$ cat config.mk
export PLATFORM = sky130hd
export DESIGN_NAME = rsc_viterbi_decoder
export DESIGN_NICKNAME = d
export VERILOG_FILES = /design/src/rtl/rsc_viterbi_decoder.sv
export SDC_FILE = /design/constraint.sdc
export NUM_CORES = 2
export LEC_CHECK = 0
export ABC_AREA = 1
export CORE_MARGIN = 1.5
export CORE_UTILIZATION = 41
export CTS_CLUSTER_DIAMETER = 200
export DETAILED_ROUTE_END_ITERATION = 7
export SYNTH_ARGS = -nofsm -noshare
export SYNTH_HDL_FRONTEND = slang
export SYNTH_SLANG_ARGS = --single-unit
$ cat constraint.sdc
create_clock -name clock -period 24 [get_ports clock]
set_input_delay 4.8 -clock clock [delete_from_list [all_inputs] [get_ports clock]]
set_output_delay 4.8 -clock clock [all_outputs]
set_load 0.005 [all_outputs]
$ cat src/rtl/rsc_viterbi_decoder.sv
// Hard-decision Viterbi decoder for the 8-state RSC encoder: ACS over K+3 symbols, traceback from state 0, K bits out.
// Optional RSC_VITERBI_METRIC_OUT_EN adds final_metric, the path metric of the chosen path.
module rsc_viterbi_decoder #(
  parameter int K    = 40,
  parameter int PM_W = 8
) (
  input  logic clock,
  input  logic aclr,
  input  logic start,
  input  logic in_valid,
  input  logic x_in,
  input  logic z_in,
  output logic busy,
  output logic out_valid,
  output logic c_out,
  output logic out_last
`ifdef RSC_VITERBI_METRIC_OUT_EN
  ,
  output logic [PM_W-1:0] final_metric
`endif
);

  localparam int NSYM = K + 3;
  localparam int CW   = $clog2(NSYM + 1);
  localparam int KW   = $clog2(K);
  localparam logic [PM_W-1:0] PM_INIT = {1'b1, {(PM_W-1){1'b0}}};

  typedef enum logic [1:0] {IDLE, ACS, TRACE, EMIT} state_t;

  state_t          state, state_nxt;
  logic [CW-1:0]   cnt;
  logic [PM_W-1:0] pm     [8];
  logic [PM_W-1:0] pm_nxt [8];
  logic [PM_W-1:0] cand0  [8];
  logic [PM_W-1:0] cand1  [8];
  logic [7:0]      acs_surv;
  logic [7:0]      surv   [NSYM];
  logic [2:0]      tb_state;
  logic            tb_p;
  logic            tb_u;
  logic [K-1:0]    dec;
  logic            tail_step;

  // Hamming distance between received (x,z) and the branch into n from predecessor {n[1],n[0],p}.
  function automatic logic [1:0] branch_metric(logic [2:0] n, logic p, logic x, logic z);
    logic u, ze;
    u  = n[2] ^ p ^ n[0];
    ze = u ^ n[0] ^ n[1];
    return {1'b0, x ^ u} + {1'b0, z ^ ze};
  endfunction

  function automatic logic [PM_W-1:0] sat_add(logic [PM_W-1:0] a, logic [1:0] b);
    logic [PM_W:0] s;
    s = {1'b0, a} + {{(PM_W-1){1'b0}}, b};
    return s[PM_W] ? '1 : s[PM_W-1:0];
  endfunction

  assign tail_step = (cnt >= CW'(K));

  // NOTE: every variable assigned in a combinational block gets a value on every path, so no latch is inferred.
  always_comb begin
    acs_surv = '0;
    for (int i = 0; i < 8; i++) begin
      cand0[i]    = sat_add(pm[2*(i%4)],     branch_metric(3'(i), 1'b0, x_in, z_in));
      cand1[i]    = sat_add(pm[2*(i%4) + 1], branch_metric(3'(i), 1'b1, x_in, z_in));
      acs_surv[i] = (cand1[i] < cand0[i]);
      pm_nxt[i]   = acs_surv[i] ? cand1[i] : cand0[i];
      if (tail_step && i >= 4) pm_nxt[i] = '1;
    end
  end

  assign tb_p = surv[cnt][tb_state];
  assign tb_u = tb_state[2] ^ tb_p ^ tb_state[0];

  // NOTE: sequential state uses non-blocking assignments so all registers update from pre-edge values.
  always_ff @(posedge clock or posedge aclr) begin
    if (aclr) state <= IDLE;
    else      state <= state_nxt;
  end

  always_comb begin
    state_nxt = state;
    busy      = (state != IDLE);
    out_valid = 1'b0;
    c_out     = 1'b0;
    out_last  = 1'b0;
    case (state)
      IDLE:  if (start) state_nxt = ACS;
      ACS:   if (cnt == CW'(NSYM)) state_nxt = TRACE;
      TRACE: if (cnt == '0) state_nxt = EMIT;
      EMIT: begin
        out_valid = 1'b1;
        c_out     = dec[0];
        out_last  = (cnt == CW'(K - 1));
        if (out_last) state_nxt = IDLE;
      end
      default: state_nxt = IDLE;
    endcase
  end

  // NOTE: the survivor memory is reset along with the metrics so a block can never trace through stale rows.
  always_ff @(posedge clock or posedge aclr) begin
    if (aclr) begin
      for (int i = 0; i < 8; i++) pm[i] <= '0;
      for (int t = 0; t < NSYM; t++) surv[t] <= '0;
      cnt      <= '0;
      tb_state <= '0;
      dec      <= '0;
`ifdef RSC_VITERBI_METRIC_OUT_EN
      final_metric <= '0;
`endif
    end else begin
      case (state)
        IDLE: if (start) begin
          pm[0] <= '0;
          for (int i = 1; i < 8; i++) pm[i] <= PM_INIT;
          cnt <= '0;
        end
        ACS: begin
          // One idle cycle after the last tail symbol lets the metrics settle before traceback.
          if (cnt == CW'(NSYM)) begin
            cnt      <= CW'(NSYM - 1);
            tb_state <= '0;
`ifdef RSC_VITERBI_METRIC_OUT_EN
            final_metric <= pm[0];
`endif
          end else if (in_valid) begin
            for (int i = 0; i < 8; i++) pm[i] <= pm_nxt[i];
            surv[cnt] <= acs_surv;
            cnt       <= cnt + 1'b1;
          end
        end
        TRACE: begin
          if (cnt < CW'(K)) dec[cnt[KW-1:0]] <= tb_u;
          tb_state <= {tb_state[1:0], tb_p};
          if (cnt != '0) cnt <= cnt - 1'b1;
        end
        EMIT: begin
          dec <= dec >> 1;
          cnt <= (cnt == CW'(K - 1)) ? '0 : cnt + 1'b1;
        end
        default: ;
      endcase
    end
  end

endmodule

* Word level (Yosys, flattened, before mapping)
Index checks and enable logic that the tools add are counted.
Storage, ports and cells: register bits 459, input bits 6, output and inout port bits 4, word-level logic and storage cells 188
Cells by class: add/subtract/negate cells 22, order comparisons 15, eq/ne operators 14, mux-type cells 61, bitwise gates (word level) 6, reduce and logical (&&, ||, !) cells 15
Operators by type and width (number):
- 344-bit bitwise mux | 1
- 8-bit two-way mux | 31
- 64-bit two-way mux | 3
- 8-bit by 2-bit adder with 9-bit output | 16
- 64-bit case mux with 2 select lines | 1
- 40-bit case mux with 2 select lines | 1
- 8-bit less-than comparator | 8
- 8-bit binary-select mux with 6-bit select | 1
- 8-bit demux with 6-bit select | 1
- 40-bit bitwise mux | 1
- 40-bit two-way mux | 1
- 6-bit two-way mux | 5
- 6-bit case mux with 4 select lines | 1
- 2-bit inequality test, second input constant | 8
- 6-bit == test, second input constant | 2
- 1-bit by 1-bit adder with 2-bit output | 4
- 2-bit two-way mux | 4
- 2-bit case mux with 4 select lines | 1
- 4-bit AND reduction | 2
- 2-bit nonzero test | 4
- 7-bit >= comparator, second input constant | 1
- 6-bit by 7-bit less-than comparator with 1-bit output, second input constant | 1
- 7-bit by 1-bit less-than comparator with 1-bit output, second input constant | 1
- 6-bit inverter with 7-bit output | 1
- 22 further kinds | 33

* Logic depth before layout (Yosys ltp)
depth after elaboration 11, gate-level depth with buffers 25, gate-level depth less buffers 24

* Least setup slack after synthesis
OpenSTA, ideal clock, no wires.
path type input to register, start input x_in, end register pm[18] (netlist name), library setup time 117 ps, arrival 8003 ps, data required time 23883 ps, setup slack 15880 ps, cell stages on the path 21, buffers on the path 1, cell sequence inv_1 ha_1 inv_1 ha_1 inv_1 o22ai_2 nand2_1 nor2_1 nand2_1 inv_1 o21ai_0 ha_1 a21oi_1 nor2_1 a211oi_1 nand2_2 buf_6 nand2_1 nand3_1 nand2_1 nand2_1
Between the ends: word-level cells in the longest chain between the ends 10, elaborated cells on any way between the ends 13, those cells by class add/sub (4); order compare (1); mux (7); bitwise (1)
RTL lines:
- from (decl) | RTL line 11 | input logic x_in,
- 1-bit inverter (no line)
- 1-bit by 1-bit adder with 2-bit output | RTL line 49 | return {1'b0, x ^ u} + {1'b0, z ^ ze};
- 8-bit by 2-bit adder with 9-bit output | RTL line 54 | s = {1'b0, a} + {{(PM_W-1){1'b0}}, b};
- 8-bit two-way mux | RTL line 55 | return s[PM_W] ? '1 : s[PM_W-1:0];
- 8-bit less-than comparator | RTL line 66 | acs_surv[i] = (cand1[i] < cand0[i]);
- 8-bit two-way mux (*) | RTL line 67 | pm_nxt[i] = acs_surv[i] ? cand1[i] : cand0[i];
- 8-bit two-way mux (*) | RTL line 68 | if (tail_step && i >= 4) pm_nxt[i] = '1;
- 64-bit two-way mux (*) | RTL line 127 | end else if (in_valid) begin
- 64-bit two-way mux (*) | RTL line 121 | if (cnt == CW'(NSYM)) begin
- 64-bit case mux with 2 select lines (*) | RTL line 113 | case (state)
- to (decl) | RTL line 32 | logic [PM_W-1:0] pm [8];
Every way passes the cells marked *; elsewhere a longest branch is shown, timed or not. The select of a mux whose other input is x is not followed. A chain may end at the register's enable or synchronous reset.

* Worst setup path in the final report
start input x_in, end register pm[20] (netlist name)
The elaborated chain is that of the path after synthesis.

==> flow_summary_export.csv <==
group,metric,value,unit
critical_path,critPathCaptureType,"flop",
min_path,hold_end,"surv[240]",
critical_path,rrSetupSlack,18.98,ns
clocking,htreeDepth,2,
global_routing,grt_pass1_vias,23000,
critical_path,worst-r2r-cell-count,17,
drt,dr.pass1.iters,7,
timing,finalHoldViolCount,0,
placement,dp_cells,4666,
critical_path,required,24.51,ns
clocking,cts_made_buffers,52,
timing,fin_skew,0.05716,ns
critical_path,cp_slowest_cell,"nand2_2",
min_path,min_path_cells,2,
floorplan,die_w,262.7,um
synth,synth_area_leaders,"dfrtp_1, nand2_1, o21ai_0, inv_1, nor2_1",
synth,yosysTopAreaCell,"dfrtp_1",
outcome,outcome,"finished, final reports clean",
synth,synth_area_per_cell,6.993,sq um
power,swShare,49.12,%
power,p_int,1.714,mW
critical_path,path_class,"primary input to flop",
placement,gp_congestion,0.8588,
floorplan,die-area,69020,sq um
global_routing,grt_pass1_wl,127400,um
synth,synth-edff-count,0,
power,ir_worst_vdd,271.8,uV
layout,fin_cells,4764,
synth,syn_area,27660,sq um
min_path,hold_start,"surv[240]",
critical_path,worst_path_most_repeated_cell,"nand2_1",
critical_path,cpPeakStageDelay,0.86,ns
critical_path,critPathMaxFanout,51,
critical_path,path_cells,"clkdlybuf4s50_1 > inv_1 > ha_1 > inv_1 > ha_1 > inv_1 > o22ai_2 > nand2_1 > nor2_1 > nor2_1 > o21ai_0 > ha_1 > a21oi_1 > nor2_1 > a211oi_1 > nand2_2 > nand2_1 > nand3_1 > nand2_1 > nand2_1",
placement,dpl_cell_area,27990,sq um
global_routing,grt_antenna_before_repair,0,
placement,dp_hpwl,50760,um
global_routing,gr-total-overflow,0,
critical_path,r2r_end,"dec[33]",
global_routing,grtUsageTotal,22.74,%
floorplan,io_pins,10,
floorplan,num_rows,95,
synth,synth_commonest_cells,"nand2_1, dfrtp_1, o21ai_0, inv_1, nor2_1",
timing,tns,0,ns
timing,period_needed,9.564,ns
layout,fin_area,29780,sq um
timing,timing.final.crit_share,39.85,%
synth,synth_cells,3955,
synth,synth_cell_type_count,48,
synth,synth_fp_nets,4048,
placement,io_buffers,9,
floorplan,core,66920,sq um
timing,slew_violations,0,
clocking,cts-root-buf,"clkbuf_16",
synth,async_reset_ff_share,100.0,%
layout,diodes,0,
synth,synth-warning-count,0,
layout,finalNetCount,3940,
global_routing,grt_max_degree,143,
power,power_frac_seq,28.0,%
synth,ys_seq_area_share,41.53,%
timing,rsz0062_at_grt,"no",
synth,yosys_register_bits,459,
critical_path,worstSetupStartpointType,"primary input",
timing,worstMarginPinSlew,1.160,ns
synth,synth.most_common_cell,"nand2_1",
critical_path,reg2reg_from,"cnt[0]",
layout,layout-drive-gt1-share,5.397,%
layout,area_delta_synth_final,7.664,%
clocking,clock_sinks,459,
drt,ant_nets,0,
power,p_leak,14.74,nW
critical_path,crit_family,"simple AND/OR/NAND/NOR gates",
drt,post_drt_wl_per_cell,16.43,um
clocking,cts_tree,"built",
power,p_clk_share,24.7,%
floorplan,die_y,262.7,um
clocking,clk_pin_slew,0.06,ns
power,comb_power_share,47.3,%
drt,vias,24510,
floorplan,start_util,41.33,%
timing,finalSetupViolations,0,
timing,relSlewSlack,22.39,%
timing,fmax,104.6,MHz
clocking,clockBufferDepth,3,
job,cap_violations,0,
power,switching_power,1.655,mW
clocking,cts_resized,0,
power,powerDensity,113.1,nW/um^2
drt,finalWirelength,78290,um
min_path,min_path_type,"flop to flop",
synth,synth_top_area_share,41.53,%
clocking,postCtsSetupRepairBufs,0,
critical_path,crit_buf_inv,4,
clocking,ctsHoldBuffers,0,
drt,drc_errors,0,
critical_path,cp.arrival,10.08,ns
clocking,insertion_delay,0.63,ns
drt,post_drt_via_cell_ratio,5.145,
drt,first_iter_violations,2115,
synth,synth_ff_type,"dfrtp_1",
==> sequential cells by signal (all words and copies together), names as in the netlist <==
register,count
surv,344
state,2
tb_state,3
dec,40
pm,64
cnt,6
==> worst max-delay path by stage <==
stage / startpoint / depth (start not counted) / end
floorplan: aclr / 1 / cnt[0]
global placement: z_in / 21 / pm[23]
detailed placement: x_in / 20 / pm[20]
CTS: x_in / 20 / pm[20]
global route: x_in / 18 / surv[197]
finish: x_in / 20 / pm[20]
==> power groups by stage <==
| stage | registers (mW) | logic, mW | clock network, mW |
|---|---|---|---|
| final | 0.942 | 1.59 | 0.832 |
| after global routing | 0.953 | 1.78 | 0.880 |
| after CTS | 0.941 | 1.59 | 0.852 |
| after detailed placement | 0.953 | 1.59 | 0 |
| after global placement | 0.954 | 1.58 | 0 |
| after floorplan | 0.918 | 1.22 | 0 |
==> tightest hold or removal path: cells and delay by family, from the launching register on <==
kind               cells  cell delay [ns]
DFF                    1             0.34
and+or+nand+nor        1             0.05
AOI/OAI and AO/OA      1             0.06
==> final cells by class <==
| class | count | area [sq um] |
|---|---|---|
| sequential | 459 | 11490 |
| timing repair buffer | 32 | 275.3 |
| clock buffer | 73 | 1490 |
| clock inverter | 25 | 297.8 |
| inverter | 380 | 1441 |
| tap | 873 | 1092 |
| fill | 6975 | 37140 |
| multi-input combinational | 2922 | 13690 |
==> logic make-up after synthesis <==
logic type | count (synthesis) | synth area share, %
compound gates | 736 | 14.46
xor+xnor | 22 | 0.6967
fa+ha+maj | 87 | 3.936
buf+inv | 574 | 9.066
flops | 459 | 41.53
simple gates | 2077 | 30.31
==> metrics by stage <==
stage / hold slack (ns) / setup WS, ns / utilization [%] / power [mW]
after floorplan: 0.4434 / 6.403 / - / 2.141
after global placement: 0.4576 / 13.92 / 41.82 / 2.539
after detailed placement: 0.4657 / 13.80 / 41.82 / 2.542
after CTS: 0.4810 / 14.45 / 44.49 / 3.386
after global routing: 0.4866 / 13.84 / 44.49 / 3.610
final: 0.4770 / 14.44 / 44.49 / 3.369
==> cell usage in the layout, fill, tap and decap left out, types with 37 or more instances in the layout <==
| cell type | n |
|---|---|
| dfrtp_1 | 458 |
| inv_1 | 357 |
| a21oi_1 | 138 |
| nor2_1 | 350 |
| ha_1 | 86 |
| o21ai_1 | 120 |
| o21ai_0 | 369 |
| a21boi_0 | 37 |
| nand2_1 | 1405 |
| nand3_1 | 214 |
| clkbuf_16 | 52 |
==> metal layers <==
layer	global-route usage, %	part of all wire [%]
met1	33.02	48
met2	35.53	44
met3	2.952	5.4
met4	6.223	2.4
met5	0	0
Power figures use the tool's default switching activity.
